--- config.mk ---
export PLATFORM = sky130hd
export DESIGN_NAME = i2s_rx
export DESIGN_NICKNAME = d
export VERILOG_FILES = /design/src/rtl/i2s_rx_pkg.sv /design/src/rtl/i2s_edge_sync.sv /design/src/rtl/i2s_rx.sv
export SDC_FILE = /design/constraint.sdc
export NUM_CORES = 1
export LEC_CHECK = 0
export BUFFER_PORTS_ARGS = -buffer_cell sky130_fd_sc_hd__buf_2
export CAP_MARGIN = 30
export CORE_AREA = 2 2 83 85
export DETAILED_ROUTE_END_ITERATION = 10
export DIE_AREA = 0 0 85 87
export PLACE_DENSITY = 0.66
export SYNTH_ARGS = -nofsm -noshare
export SYNTH_HDL_FRONTEND = slang
export SYNTH_SLANG_ARGS = --single-unit
export TNS_END_PERCENT = 100
--- constraint.sdc ---
create_clock -name clk -period 4.75 [get_ports clk]
set_input_delay 0.95 -clock clk [delete_from_list [all_inputs] [get_ports clk]]
set_output_delay 0.95 -clock clk [all_outputs]
set_load 0.1 [all_outputs]
--- src/rtl/i2s_rx_pkg.sv ---
// Shared definitions for the I2S receive path.
//   state_e : receiver protocol states (SYNC / SHIFT / DONE)
//   chan_e  : channel code carried on ADCLRC (LEFT = 0, RIGHT = 1)
//   I2S_DELAY_BITS : bit clocks between a word-select change and the MSB
package i2s_rx_pkg;

  typedef enum logic [1:0] {
    SYNC  = 2'd0,
    SHIFT = 2'd1,
    DONE  = 2'd2
  } state_e;

  typedef enum logic {
    LEFT  = 1'b0,
    RIGHT = 1'b1
  } chan_e;

  localparam int unsigned I2S_DELAY_BITS = 1;

endpackage

--- src/rtl/i2s_edge_sync.sv ---
// Brings the asynchronous I2S lines into the clk domain.
//   clk, reset   : system clock, synchronous active-high reset
//   sclk         : bit clock, 3-stage synchroniser for rise detection
//   lrclk, sdata : word select and data, 2-stage synchronisers
//   sclk_rise    : one-clk pulse per detected BCLK rising edge
//   lrclk_s      : synchronised word select, aligned with sclk_rise
//   sdata_s      : synchronised data, aligned with sclk_rise
module i2s_edge_sync (
  input  logic clk,
  input  logic reset,
  input  logic sclk,
  input  logic lrclk,
  input  logic sdata,
  output logic sclk_rise,
  output logic lrclk_s,
  output logic sdata_s
);

  logic [2:0] sclk_q;
  logic [1:0] lrclk_q;
  logic [1:0] sdata_q;

  always_ff @(posedge clk) begin
    if (reset) begin
      sclk_q  <= '0;
      lrclk_q <= '0;
      sdata_q <= '0;
    end else begin
      sclk_q  <= {sclk_q[1:0], sclk};
      lrclk_q <= {lrclk_q[0], lrclk};
      sdata_q <= {sdata_q[0], sdata};
    end
  end

  // Stage 2 of every line has the same latency, so the data seen with the
  // rise pulse is the value that was on the pins at the BCLK edge.
  assign sclk_rise = sclk_q[1] & ~sclk_q[2];
  assign lrclk_s   = lrclk_q[1];
  assign sdata_s   = sdata_q[1];

endmodule

--- src/rtl/i2s_rx.sv ---
// I2S receiver: deserialises the codec ADC stream into stereo words.
//   clk        : system clock (>= 8x BCLK)
//   reset      : synchronous active-high reset
//   sclk       : BCLK, asynchronous, sampled as data
//   lrclk      : ADCLRC word select (0 = left, 1 = right), asynchronous
//   sdata      : ADCDAT serial data, MSB first, asynchronous
//   left_chan  : last complete left word of a coherent pair
//   right_chan : last complete right word of a coherent pair
//   valid      : one-clk pulse when left_chan/right_chan update together
//   frame_err  : one-clk pulse when a slot ends before BITSIZE bits arrived
module i2s_rx
  import i2s_rx_pkg::*;
#(
  parameter int unsigned BITSIZE = 16
) (
  input  logic               clk,
  input  logic               reset,
  input  logic               sclk,
  input  logic               lrclk,
  input  logic               sdata,
  output logic [BITSIZE-1:0] left_chan,
  output logic [BITSIZE-1:0] right_chan,
  output logic               valid,
  output logic               frame_err
);

  // Wide enough for a full word plus the delay slot.
  localparam int unsigned CW = $clog2(BITSIZE + I2S_DELAY_BITS + 1);

  logic sclk_rise;
  logic lrclk_s;
  logic sdata_s;

  i2s_edge_sync u_sync (
    .clk       (clk),
    .reset     (reset),
    .sclk      (sclk),
    .lrclk     (lrclk),
    .sdata     (sdata),
    .sclk_rise (sclk_rise),
    .lrclk_s   (lrclk_s),
    .sdata_s   (sdata_s)
  );

  state_e             state_q, state_d;
  chan_e              chan_q, chan_d;
  logic               lr_prev_q, lr_prev_d;
  logic [CW-1:0]      bit_cnt_q, bit_cnt_d;
  logic [BITSIZE-1:0] shift_q, shift_d;
  logic [BITSIZE-1:0] left_hold_q, left_hold_d;
  logic               left_ok_q, left_ok_d;
  logic [BITSIZE-1:0] left_q, left_d;
  logic [BITSIZE-1:0] right_q, right_d;
  logic               valid_q, valid_d;
  logic               ferr_q, ferr_d;

  logic [BITSIZE-1:0] word;
  assign word = {shift_q[BITSIZE-2:0], sdata_s};

  always_ff @(posedge clk) begin
    if (reset) begin
      state_q     <= SYNC;
      chan_q      <= LEFT;
      lr_prev_q   <= 1'b0;
      bit_cnt_q   <= '0;
      shift_q     <= '0;
      left_hold_q <= '0;
      left_ok_q   <= 1'b0;
      left_q      <= '0;
      right_q     <= '0;
      valid_q     <= 1'b0;
      ferr_q      <= 1'b0;
    end else begin
      state_q     <= state_d;
      chan_q      <= chan_d;
      lr_prev_q   <= lr_prev_d;
      bit_cnt_q   <= bit_cnt_d;
      shift_q     <= shift_d;
      left_hold_q <= left_hold_d;
      left_ok_q   <= left_ok_d;
      left_q      <= left_d;
      right_q     <= right_d;
      valid_q     <= valid_d;
      ferr_q      <= ferr_d;
    end
  end

  always_comb begin
    state_d     = state_q;
    chan_d      = chan_q;
    lr_prev_d   = lr_prev_q;
    bit_cnt_d   = bit_cnt_q;
    shift_d     = shift_q;
    left_hold_d = left_hold_q;
    left_ok_d   = left_ok_q;
    left_d      = left_q;
    right_d     = right_q;
    valid_d     = 1'b0;
    ferr_d      = 1'b0;

    if (sclk_rise) begin
      lr_prev_d = lrclk_s;
      if (lrclk_s != lr_prev_q) begin
        // Word-select change: this bit is the delay slot and carries no data.
        bit_cnt_d = '0;
        chan_d    = chan_e'(lrclk_s);
        shift_d   = '0;
        state_d   = SHIFT;
        if (state_q == SHIFT) ferr_d = 1'b1;
        if (chan_e'(lrclk_s) == LEFT) left_ok_d = 1'b0;
      end else begin
        case (state_q)
          SHIFT: begin
            shift_d   = word;
            bit_cnt_d = bit_cnt_q + 1'b1;
            if (bit_cnt_q == CW'(BITSIZE - 1)) begin
              state_d = DONE;
              if (chan_q == LEFT) begin
                left_hold_d = word;
                left_ok_d   = 1'b1;
              end else if (left_ok_q) begin
                left_d  = left_hold_q;
                right_d = word;
                valid_d = 1'b1;
              end
            end
          end
          // SYNC waits for a boundary; DONE ignores trailing slot bits.
          default: ;
        endcase
      end
    end
  end

  assign left_chan  = left_q;
  assign right_chan = right_q;
  assign valid      = valid_q;
  assign frame_err  = ferr_q;

endmodule

# Word-level counts from Yosys, hierarchy flattened
# Cells that the tools add are included.
dict set report classes {
  addsub 1
  mul 0
  n_div 0
  magnitude_cmp 0
  eq_ne 5
  shifts 0
  muxes 14
  bitwise 7
  reduce_logical 10
}
# operator n
set ops {}
lappend ops {{two-way mux 15 bit} 2}
lappend ops {{two-way mux 5 bit} 2}
lappend ops {{AND reduction 5 bit} 2}
lappend ops {{two-way mux 1 bit} 7}
lappend ops {{two-way mux 2 bit} 3}
lappend ops {{NOT 1 bit} 6}
lappend ops {{AND reduction 6 bit} 1}
lappend ops {{OR reduction 6 bit} 1}
lappend ops {{adder 5 x 1 -> 5 bit, second input constant} 1}
lappend ops {{== test 5 x 4 -> 1 bit, second input constant} 1}
lappend ops {{AND reduction 2 bit} 2}
lappend ops {{nonzero test 2 bit} 2}
lappend ops {{AND reduction 3 bit} 1}
lappend ops {{OR reduction 3 bit} 1}
lappend ops {{== test 2 x 1 -> 1 bit, second input constant} 1}
lappend ops {{!= test 2 x 1 -> 1 bit, second input constant} 1}
lappend ops {{!= test 2 bit, second input constant} 1}
lappend ops {{AND 1 bit} 1}
lappend ops {{!= test 1 bit} 1}
dict set report word_totals {
  ff_bits 82
  latchBits 0
  ramBits 0
  romBits 0
  output_inout_bits 34
  elab_cells 51
  mem_count 0
}

# Depth between registers and ports, before layout
dict set report depth {
  depth_word 4
  depth_mapped 8
  depth_no_buf 7
}

# Modules after synthesis
# Synthesis repeated with hierarchy kept, for this count alone.
dict set report hier_totals {
  hier_cells 284
  area_unflattened_um2 3128.0
}
# module n_inst cells_each area_each_um2
set modules_own_cells {}
lappend modules_own_cells {i2s_rx 1 269 2937.8}
lappend modules_own_cells {i2s_edge_sync 1 15 190.2}

# Least setup slack after synthesis
# No wires, ideal clock.
dict set report synth_timing {
  path_type {register to output}
  start {register left_q[0], in the netlist left_chan[0]}
  end {output port left_chan[0]}
  arrival_time_ns 0.924
  slack_ns 2.876
  path_stages_with_launch 1
  path_cell_list {dfxtp_1}
}
# element line_no
set synth_lines {}
lappend synth_lines {{start, declared} i2s_rx.sv:52} ;# logic [BITSIZE-1:0] left_q, left_d;
lappend synth_lines {{start signal, assigned} i2s_rx.sv:81} ;# left_q <= left_d;
lappend synth_lines {{end, declared} i2s_rx.sv:21} ;# output logic [BITSIZE-1:0] left_chan,
# No word-level cell between the ends.

# Worst setup path in the final report
dict set report layout_timing {
  start {register bit_cnt_q[0]}
  end {register left_q[1], in the netlist left_chan[1]}
}
dict set report layout_via {
  elab_chain_cells 2
}
# element line_no
set layout_lines {}
lappend layout_lines {{start, declared} i2s_rx.sv:48} ;# logic [CW-1:0] bit_cnt_q, bit_cnt_d;
lappend layout_lines {{start signal, assigned} i2s_rx.sv:77} ;# bit_cnt_q <= bit_cnt_d;
lappend layout_lines {{== test 5 x 4 -> 1 bit} i2s_rx.sv:116} ;# if (bit_cnt_q == CW'(BITSIZE - 1)) begin
lappend layout_lines {{AND reduction 6 bit (no source line)} -}
# Every way passes these cells.
# A chain may end at the register's enable or synchronous reset.

==> impl_metrics.yaml <==
status:
  outcome: "finished clean"
grt:
  grt_max_degree: 50
  grt_pass1_vias: 2034
  antenna_found_initial: 0
  track_usage: 0.1633
  grt_pass1_wl_um: 9459
  overflow: 0
route:
  dr.pass1.iters: 4
  vias: 2140
  viasPerCell: 4.965
  dr.max_layer_used: "met4"
  wl_met1_um: 2683
  wl_um: 5448
  wl_per_cell_um: 12.64
  wl_met3_um: 215
  route.detailed.drc: 0
  first_iter_violations: 95
  wl_met2_um: 2409
  ant_nets: 0
cts:
  cts_hold_buf: 0
  root_buffer: "clkbuf_8"
  htreeDepth: 3
  cts_resized: 0
  cts_buffers: 9
  cts_buffer_depth: 2
  clk_latency_ns: 0.36
  post_cts_buffers: 0
  cts.sinks: 82
  path_clk_slew_ns: 0.07
  cts_tree: "done"
worst_setup_path:
  crit_top_cell: "ha_1"
  critPathSlowestCell: "nand4_1"
  worstSetupEndpointType: "register"
  path_class: "reg -> reg"
  cp-start-kind: "register"
  required_ns: 4.97
  cp.arrival_ns: 2.59
  slowest_delay_ns: 0.65
  path_cells: "ha_1 > and3_1 > ha_1 > nand4_1 > buf_4 > nand2_1 > a21oi_1"
  critPathBufInv: 1
  crit_family: "simple AND/OR/NAND/NOR gates"
  crit_fanout: 17
yosys:
  muxShareOfSynthArea: 0.06044
  ys_seq_area_frac: 0.5469
  synth_xor_area_frac: 0.01125
  synth-simple-area-share: 0.1834
  synth.avg_cell_area_sq_um: 9.499
  synth-compound-area-share: 0.1309
  synth_nets: 323
  synth_fa_ha_area_frac: 0.01167
  synth_seq_cells: 82
  synth_cell_types: 30
  synthCells: 316
  yosys_warnings: 0
  synth_top_family_by_area: "simple AND/OR/NAND/NOR gates"
  synth_area_sq_um: 3002
placement:
  io_buffers: 38
  postPlaceCellArea_sq_um: 3182
  place_inst: 415
  gp_congestion: 0.7762
  hpwl_um: 3442
timing:
  setup_viol: 0
  worst_slew_pin_slew_ns: 0.7797
  fin_skew_ns: 0.01171
  tns_ns: 0
  period_minus_slack_ns: 2.375
  hold_viol_final: 0
  slew_violations: 0
  clock.fmax_ghz: 0.4210
  relSlewSlack: 0.4786
  grt_setup_unrepaired: "false"
  fin_crit_sh: 0.5000
power_and_ir_drop:
  power_mw: 1.276
  power_density_nw_per_um2: 374.2
  p_leak_nw: 1.409
  peakVddDrop_uv: 236.5
die:
  die_area_sq_um: 7395
  rows: 30
  die-height_um: 87
  die_w_um: 85
  coreArea_sq_um: 6569
  start_util: 0.4570
  io_pins: 39
layout:
  final_cell_area_sq_um: 3411
  antenna_cells: 0
  fin_nets: 353
  drive_gt1_frac: 0.2137
  layout_common_cells: "82 x dfxtp_1, 66 x nand2_1, 38 x nor2_1, 38 x buf_2, 20 x a21oi_1"
  syn_to_final_growth_pct: 13.63
  layout_commonest_cell: "dfxtp_1"
  fillers: 619
  finalNonFillerCells: 431
run:
  drv_cap: 0
hold_path:
  hold_path_class: "reg -> reg"
-- cells by family (layout without fill, tap and decap cells) --
kind of cell	Yosys count	in the layout
and+or+nand+nor	127	127
DFF	82	82
AOI/OAI and AO/OA	57	57
buffers and inverters	26	61
muxes	18	18
adders and majority gates	3	3
xor gates and xnor gates	3	3
-- synthesized netlist by cell type --
library cell / count / area share
dfxtp_1: 82 / 0.55
mux2_2: 1 / 0.0038
maj3_1: 1 / 0.0033
and4bb_1: 1 / 0.0042
nor3_1: 3 / 0.0050
nor2_1: 38 / 0.048
nand2_1: 66 / 0.083
nand4bb_1: 1 / 0.0038
mux2i_1: 17 / 0.057
o21ba_1: 1 / 0.0033
buf_6: 7 / 0.026
nor2b_1: 8 / 0.017
buf_4: 3 / 0.0075
ha_1: 2 / 0.0083
a22oi_1: 17 / 0.043
buf_2: 4 / 0.0067
xnor2_2: 1 / 0.0054
nand2b_1: 1 / 0.0021
nand4_1: 3 / 0.0063
xor2_1: 2 / 0.0058
a21oi_2: 16 / 0.047
a21oi_1: 20 / 0.033
o21ai_0: 3 / 0.0050
and2_1: 2 / 0.0042
inv_1: 3 / 0.0038
nand4b_1: 1 / 0.0029
nor4bb_1: 1 / 0.0033
and3_1: 1 / 0.0021
clkbuf_1: 9 / 0.011
and4_1: 1 / 0.0029
-- flip-flops by register name, indices dropped and copies added (netlist names) --
name	cells
bit_cnt_q	5
chan_q	1
frame_err	1
left_chan	16
left_hold_q	16
left_ok_q	1
lr_prev_q	1
right_chan	16
shift_q	15
state_q	2
u_sync.lrclk_q	2
u_sync.sclk_q	3
u_sync.sdata_q	2
valid	1
-- path summary, 6_finish.rpt --
check | cells after the start | to | startpoint | slack (ns)
worst min-delay path | 1 | u_sync.sclk_q[1]$_SDFF_PP0_ | u_sync.sclk_q[0]$_SDFF_PP0_ | 0.44
worst max-delay path | 7 | left_chan[1]$_SDFFE_PP0P_ | bit_cnt_q[0]$_SDFFE_PP0P_ | 2.37
worst min register to register | 1 | u_sync.sclk_q[1]$_SDFF_PP0_ | u_sync.sclk_q[0]$_SDFF_PP0_ | 0.44
worst max register to register | 7 | left_chan[1]$_SDFFE_PP0P_ | bit_cnt_q[0]$_SDFFE_PP0P_ | 2.37
-- metrics by stage --
| stage | setup slack [ns] | utilization | hold WS [ns] |
|---|---|---|---|
| 3_3_place_gp | 2.261 | 0.4798 | 0.4181 |
| 4_1_cts | 2.354 | 0.5192 | 0.4456 |
| 5_1_grt | 2.117 | 0.5192 | 0.4598 |
| 6_report | 2.375 | 0.5192 | 0.4387 |
| 3_5_place_dp | 2.364 | 0.4844 | 0.4283 |
| 2_1_floorplan | 2.876 | - | 0.4138 |
-- routing by layer --
metal / GRT usage / vias to the layer above
met5: 0 / -
li1: - / 1110
met2: 0.2486 / 32
met1: 0.2102 / 987
met3: 0.04455 / 11
met4: 0.09091 / 0
-- power by group --
part | internal (mW) | switching, mW | leakage, nW
Sequential | 0.690 | 0.00167 | 0.662
Combinational | 0.00476 | 0.0147 | 0.631
Clock | 0.325 | 0.240 | 0.117
-- layout make-up --
type / count / area [sq um] / area share
flip-flops and latches: 82 / 1642 / 0.4813
multi-input cells: 208 / 1194 / 0.3500
repair buffers: 42 / 235.2 / 0.06897
clock buffers: 12 / 155.1 / 0.04549
well taps: 80 / 100.1 / 0.02935
clock inverters: 4 / 73.82 / 0.02164
inverters: 3 / 11.26 / 0.003302
Power figures use the tool's default switching activity.
